`src/rtl/uart_rx_param.sv`:
```
// uart_rx_param: parametrised oversampling UART receiver (5-9 data bits, optional parity, 1 or 2 stop bits).
// Define UART_RX_MAJORITY_EN to take every sample as a 2-of-3 vote around the bit centre.
module uart_rx_param #(
  parameter int CLKS_PER_SAMPLE = 326,
  parameter int OVERSAMPLE      = 16,
  parameter int DATA_BITS       = 8,
  parameter int PARITY_MODE     = 0,
  parameter int STOP_BITS       = 1
) (
  input  logic                 sys_clk,
  input  logic                 sys_rst_I,
  input  logic                 uart_REC_dataH,
  output logic                 rec_readyH,
  output logic [DATA_BITS-1:0] rec_dataH,
  output logic                 is_receiving,
  output logic                 frame_error,
  output logic                 parity_error
);

  localparam int CW  = (CLKS_PER_SAMPLE > 1) ? $clog2(CLKS_PER_SAMPLE) : 1;
  localparam int OW  = $clog2(OVERSAMPLE);
  localparam int BW  = $clog2(DATA_BITS + 1);
  localparam int MID = OVERSAMPLE / 2;

  localparam logic [CW-1:0] CLK_LAST  = CW'(CLKS_PER_SAMPLE - 1);
  localparam logic [OW-1:0] OS_LAST   = OW'(OVERSAMPLE - 1);
  localparam logic [BW-1:0] DATA_LAST = BW'(DATA_BITS - 1);
  localparam logic [BW-1:0] STOP_LAST = BW'(STOP_BITS - 1);

  // os_cnt holds the number of ticks seen in the bit so far, so the tick
  // carrying os_cnt == MID-1 is the MID-th tick after the start edge.
`ifdef UART_RX_MAJORITY_EN
  localparam logic [OW-1:0] TAP0      = OW'(MID - 2);
  localparam logic [OW-1:0] TAP1      = OW'(MID - 1);
  localparam logic [OW-1:0] SAMPLE_AT = OW'(MID);
`else
  localparam logic [OW-1:0] SAMPLE_AT = OW'(MID - 1);
`endif

  typedef enum logic [2:0] {IDLE, START, DATA, PARITY, STOP, DONE, RECOVER} state_t;

  state_t               state, next_state;
  logic                 rx_meta, rx_s;
  logic [CW-1:0]        clk_cnt;
  logic [OW-1:0]        os_cnt;
  logic [BW-1:0]        bit_cnt;
  logic [DATA_BITS-1:0] shreg;
  logic                 tick, sample_ev, sample_val, start_edge, exp_par;
  logic                 frame_flag, par_flag;

  always_ff @(posedge sys_clk) begin
    if (sys_rst_I) begin
      rx_meta <= 1'b1;
      rx_s    <= 1'b1;
    end else begin
      rx_meta <= uart_REC_dataH;
      rx_s    <= rx_meta;
    end
  end

  assign start_edge = (state == IDLE) && !rx_s;
  assign tick       = (state != IDLE) && (clk_cnt == CLK_LAST);
  assign sample_ev  = tick && (os_cnt == SAMPLE_AT);
  assign exp_par    = (PARITY_MODE == 1) ? ~^shreg : ^shreg;

  // Holding both counters at zero in IDLE phase-aligns ticks to the detected edge.
  always_ff @(posedge sys_clk) begin
    if (sys_rst_I || state == IDLE) begin
      clk_cnt <= '0;
      os_cnt  <= '0;
    end else begin
      clk_cnt <= (clk_cnt == CLK_LAST) ? '0 : clk_cnt + 1'b1;
      if (tick)
        os_cnt <= (os_cnt == OS_LAST) ? '0 : os_cnt + 1'b1;
    end
  end

`ifdef UART_RX_MAJORITY_EN
  logic tap0, tap1;

  always_ff @(posedge sys_clk) begin
    if (sys_rst_I) begin
      tap0 <= 1'b1;
      tap1 <= 1'b1;
    end else if (tick) begin
      if (os_cnt == TAP0) tap0 <= rx_s;
      if (os_cnt == TAP1) tap1 <= rx_s;
    end
  end

  assign sample_val = (tap0 & tap1) | (tap0 & rx_s) | (tap1 & rx_s);
`else
  assign sample_val = rx_s;
`endif

  always_ff @(posedge sys_clk) begin
    if (sys_rst_I) state <= IDLE;
    else           state <= next_state;
  end

  always_comb begin
    next_state = state;
    case (state)
      IDLE:    if (!rx_s) next_state = START;
      START:   if (sample_ev) next_state = sample_val ? IDLE : DATA;
      DATA:    if (sample_ev && bit_cnt == DATA_LAST)
                 next_state = (PARITY_MODE != 0) ? PARITY : STOP;
      PARITY:  if (sample_ev) next_state = STOP;
      STOP:    if (sample_ev && bit_cnt == STOP_LAST) next_state = DONE;
      DONE:    next_state = frame_flag ? RECOVER : IDLE;
      RECOVER: if (rx_s) next_state = IDLE;
      default: next_state = IDLE;
    endcase
  end

  // bit_cnt indexes data bits, then is reused to count stop bits.
  always_ff @(posedge sys_clk) begin
    if (sys_rst_I) begin
      bit_cnt    <= '0;
      shreg      <= '0;
      frame_flag <= 1'b0;
      par_flag   <= 1'b0;
      rec_dataH  <= '0;
    end else begin
      if (start_edge) begin
        bit_cnt    <= '0;
        frame_flag <= 1'b0;
        par_flag   <= 1'b0;
      end else if (sample_ev) begin
        case (state)
          DATA: begin
            shreg   <= {sample_val, shreg[DATA_BITS-1:1]};
            bit_cnt <= (bit_cnt == DATA_LAST) ? '0 : bit_cnt + 1'b1;
          end
          PARITY: par_flag <= (sample_val != exp_par);
          STOP: begin
            bit_cnt    <= bit_cnt + 1'b1;
            frame_flag <= frame_flag | !sample_val;
          end
          default: ;
        endcase
      end
      if (state == STOP && next_state == DONE)
        rec_dataH <= shreg;
    end
  end

  always_comb begin
    rec_readyH   = (state == DONE);
    frame_error  = (state == DONE) && frame_flag;
    parity_error = (state == DONE) && par_flag;
    is_receiving = (state != IDLE);
  end

endmodule

```
`config.mk`:
```
export PLATFORM = sky130hd
export DESIGN_NAME = uart_rx_param
export DESIGN_NICKNAME = d
export VERILOG_FILES = /design/src/rtl/uart_rx_param.sv
export SDC_FILE = /design/constraint.sdc
export NUM_CORES = 1
export LEC_CHECK = 0
export ABC_CLOCK_PERIOD_IN_PS = 2440
export CAP_MARGIN = 30
export CORE_ASPECT_RATIO = 1.1
export CORE_MARGIN = 10
export CORE_UTILIZATION = 45
export CTS_BUF_LIST = sky130_fd_sc_hd__clkbuf_4
export CTS_CLUSTER_DIAMETER = 120
export DETAILED_ROUTE_END_ITERATION = 7
export REMOVE_ABC_BUFFERS = 1
export SETUP_SLACK_MARGIN = 0.1
export SYNTH_ARGS = -nofsm -noshare
export SYNTH_HDL_FRONTEND = slang
export SYNTH_SLANG_ARGS = --single-unit
export TNS_END_PERCENT = 20
```
`constraint.sdc`:
```
create_clock -name sys_clk -period 2.44 [get_ports sys_clk]
set_input_delay 0.732 -clock sys_clk [delete_from_list [all_inputs] [get_ports sys_clk]]
set_output_delay 0.732 -clock sys_clk [all_outputs]
set_load 0.02 [all_outputs]
```
Yosys cells after proc, flatten, opt, wreduce, memory -nomap -nowiden:

Cells that the tools add are included.

* bits in registers: 40
* latch bits: 0
* memory bits (writable): 0
* bits in read-only memories: 0
* input bits: 3
* memories: 0

* add/subtract/negate cells: 3
* multipliers: 0
* divide/modulo/power cells: 0
* $lt $le $gt $ge: 0
* equal/unequal tests: 12
* shift-type cells: 0
* multiplexer cells: 12
* bitwise operators: 2
* reduce and logical (&&, ||, !) cells: 21

Operator list (count)
* 3-bit 2-to-1 mux: 7
* 3-bit case mux with 7 select lines: 1
* 3-bit equality test, second input constant: 4
* 9-bit by 1-bit adder with 9-bit output, second input constant: 1
* 9-bit equality test, second input constant: 1
* 4-bit by 1-bit adder with 4-bit output, second input constant: 2
* 4-bit by 3-bit equality test with 1-bit output, second input constant: 2
* 1-bit logical AND: 8
* 4-bit 2-to-1 mux: 2
* 4-bit case mux with 2 select lines: 1
* 8-bit XOR reduction: 1
* 3-bit by 2-bit equality test with 1-bit output, second input constant: 2
* 2-bit AND reduction: 3
* 4-bit equality test, second input constant: 1
* 4-bit logical NOT: 1
* 2-bit OR reduction: 2
* 3-bit by 1-bit equality test with 1-bit output, second input constant: 1
* 3-bit logical NOT: 1
* 3-bit AND reduction: 1
* 3-bit nonzero test: 1
* 2-bit 2-to-1 mux: 1
* 2-bit nonzero test: 1
* 1-bit logical NOT: 1
* 1-bit logical OR: 1
* other kinds (3): 3

Longest topological paths before layout:

* depth in word-level cells: 8
* gate-level depth with buffers: 9
* mapped depth without buffers: 6

Worst setup path after synthesis:

No wires, ideal clock.

* path kind: register to output
* start point: register state[0]
* end point: output parity_error
* arrival: 1.357 ns
* data required time: 1.708 ns
* path slack: 0.351 ns
* stages on the path, launching flop included: 5
* buffers on the path: 1
* cells stage by stage: dfxtp_1 > clkbuf_1 > nand2_1 > nor2_1 > and2_1

* longest elaborated chain between the ends: 2

RTL lines
* start: declaration: RTL line 42 `state_t state, next_state;`
* start signal: assignment: RTL line 98 `else state <= next_state;`
* 3-bit equality test
* net rec_readyH: RTL line 13 `output logic rec_readyH,`
* 1-bit logical AND: RTL line 151 `parity_error = (state == DONE) && par_flag;`
* end: declaration: RTL line 17 `output logic parity_error`

The timed path passes the listed nets, and every way through them passes these cells.

Worst setup path after layout:

* start point: register state[1]
* end point: output frame_error

* longest elaborated chain between the ends: 2

RTL lines
* 3-bit equality test: RTL line 150 `frame_error = (state == DONE) && frame_flag;`
* 1-bit logical AND: RTL line 150
* end: declaration: RTL line 16 `output logic frame_error,`

Every way passes these cells.

==> impl_metrics.csv <==
group,metric,value,unit
finish,syn2layout_area_growth,13.78,%
routing,wirelength,4299,microns
timing,slew_headroom,71.79,%
finish,final_cell_mix,"dfxtp_1, a21oi_1, nand3_1, nand2_1, nor2_1",
global_routing,grt_use_met2,19.94,%
placement,place_hpwl,3041,microns
global_routing,groute.usage.overall,11.70,%
floorplanning,ioPinCount,15,
setup_path,cp_slowest_cell,"dfxtp_1",
cts,cts_hold_buffers,0,
global_routing,grt_first_pass_wirelength,7362,microns
floorplanning,die-area,7400,sq um
timing,fin_crit_sh,90.76,%
setup_path,critPathMostFrequentCell,"nor2b_1",
timing,worst_hold_slack,0.4209,ns
synthesis,synth_area,1961,sq um
synthesis,synth-edff-count,0,
synthesis,ys.flop_type,"dfxtp_1",
synthesis,syn_area_per_cell,8.451,sq um
global_routing,grt_start_max_net_pins,19,
timing,drv_slew,0,
finish,antenna_cells,0,
setup_path,path_class,"flop to output port",
finish,final_common_cell,"dfxtp_1",
routing,drt_first_iter_violations,126,
setup_path,required,1.71,ns
hold_path,worst_hold_path_type,"flop to flop",
setup_path,startpoint_type,"flop",
floorplanning,rows,25,
routing,antenna_left,0,
power_and_ir_drop,vdd_drop_max,0.2308,mV
timing,rsz0062_at_grt,"false",
cts,cts_sinks,40,
routing,vias,1697,
setup_path,critical-path-top-delay-family,"simple AND/OR/NAND/NOR gates",
setup_path,critPathMaxStageDelay,0.38,ns
synthesis,synth-seq-area-share,40.84,%
setup_path,rrSetupSlack,0.52,ns
timing,setup_violations,0,
global_routing,grt_pass1_vias,1626,
setup_path,worstPathMaxFanout,7,
status,status,"completed",
cts,numCtsBuffers,5,
cts,clk_latency,0.35,ns
finish,drive_gt1_share,8.434,%
setup_path,endpoint_kind,"output port",
cts,cts.clk_slew.worst_paths,0.11,ns
cts,clock_path_buffers,2,
setup_path,crit_arrival,1.48,ns
power_and_ir_drop,total_power,1021,uW
global_routing,antenna_found_initial,0,
placement,gp_congestion,0.7935,
synthesis,syn_inst,232,
routing,routedWlPerCell,14.19,microns
global_routing,gr-usage-met3,3.282,%
synthesis,yosysUniqueCellTypes,43,
routing,via_per_inst,5.601,
synthesis,ys_warn_count,0,
timing,worstMarginPinSlew,0.4214,ns
timing,timing.setup.tns,0,ns
timing,finalHoldViolCount,0,
floorplanning,initial_core_util,46.09,%
placement,dp_cells,296,
synthesis,synthArstFlopShare,0,%
global_routing,met1_usage,13.83,%
power_and_ir_drop,power_per_cell_area,457.4,nW/um^2
timing,worst_clock_skew,0.02437,ns
routing,drcViolationCount,0,
synthesis,synth_seq_cells,40,
routing,drt-pass1-iter-count,5,
setup_path,cp_cell_sequence,"nor2b_1, nor2b_1, dlygate4sd2_1",
placement,portBuffers,14,
floorplanning,die_y,89.23,microns
global_routing,busiest_layer,"met2",
floorplanning,core-area,4254,sq um
setup_path,path_buf_inv,1,
global_routing,grt-ovfl-total,0,
finish,nets,257,
timing,max_freq,451.5,MHz
timing,finalCriticalPeriod,2.215,ns
cts,htree_levels,2,
job,drv_cap,0,
cts,cts_root_buf,"clkbuf_4",
power_and_ir_drop,p_leak,0.0008025,uW
cts,cts_tree,"yes",
finish,finalNonFillerCells,303,
floorplanning,die_x,82.94,microns
state kept, by name, indices dropped and copies added, names as in the netlist:
name / flops
bit_cnt: 4
clk_cnt: 9
frame_flag: 1
os_cnt: 4
par_flag: 1
rec_dataH: 8
rx_meta: 1
rx_s: 1
shreg: 8
state: 3
cell type report:
| type | instances | area, sq um |
|---|---|---|
| timing repair buffer | 22 | 206.4 |
| clock buffer | 6 | 45.04 |
| sequential | 40 | 800.8 |
| inverter | 5 | 18.77 |
| multi-input combinational | 175 | 1087 |
| clock inverter | 1 | 5.005 |
| tap | 54 | 67.56 |
| fill | 416 | 2023 |
report_power, final:
group / switching (uW) / internal (uW) / leakage (uW)
Sequential: 3.72 / 656 / 0.000323
Combinational: 21.3 / 14.9 / 0.000448
Clock: 207 / 118 / 0.0000315
worst paths after layout:
path,startpoint,endpoint,depth (start not counted)
hold reg to reg,rx_meta,rx_s,1
hold / removal,rx_meta,rx_s,1
setup / recovery,state[1],frame_error,3
setup reg to reg,clk_cnt[0],par_flag,5
cells in the mapped netlist (all sizes together) (2+ instances only):
| cell | instances | share of area, % |
|---|---|---|
| a21oi | 31 | 7.9 |
| and4 | 3 | 1.3 |
| buf | 3 | 0.89 |
| clkbuf | 9 | 1.9 |
| dfxtp | 40 | 41 |
| ha | 5 | 3.2 |
| inv | 5 | 0.96 |
| nand2 | 18 | 3.4 |
| nand2b | 2 | 0.64 |
| nand3 | 27 | 6.9 |
| nand3b | 3 | 1.1 |
| nand4 | 7 | 2.2 |
| nand4b | 2 | 0.89 |
| nor2 | 17 | 3.3 |
| nor2b | 2 | 0.64 |
| nor3 | 5 | 1.9 |
| nor4b | 2 | 1.7 |
| o21ai | 14 | 3.6 |
| o31ai | 2 | 0.77 |
| or2 | 2 | 0.64 |
| or3 | 3 | 0.96 |
| or3b | 2 | 0.89 |
| or4 | 3 | 1.1 |
| xnor2 | 3 | 1.3 |
| xnor3 | 2 | 2.3 |
| xor2 | 8 | 3.6 |
cell families (layout without fill, tap and decap cells):
kind of cell	Yosys count	after routing	synth area share (%)
fa+ha+maj	5	5	3.191
flops	40	40	40.84
compound gates	52	52	14.61
simple gates	105	105	30.44
buf+inv	17	34	3.702
xor+xnor	13	13	7.211
per-stage QoR:
stage          area [sq um]  worst slack [ns]  util [%]
2_1_floorplan          1907            0.4735         -
3_5_place_dp           2175            0.3053     51.12
4_1_cts                2223          0.007211     52.26
6_report               2231            0.2254     52.44
5_1_grt                2231            0.1319     52.44
3_3_place_gp           2175            0.3341     51.12
repair_timing:
| action | 4_1_cts | 5_1_grt |
|---|---|---|
| endpoints found under the setup margin | 3 | 3 |
| gates resized for setup | 1 | 3 |
| buffers inserted | 0 | 0 |
per-layer routing:
layer | part of all wire, % | vias up | routed length, microns
met2 | 46 | 24 | 1970
met5 | 0 | - | 0
met4 | 1.4 | 0 | 59
met3 | 4.3 | 5 | 183
met1 | 49 | 802 | 2086
li1 | - | 866 | -
No activity file was read; power rests on OpenSTA's default activity.
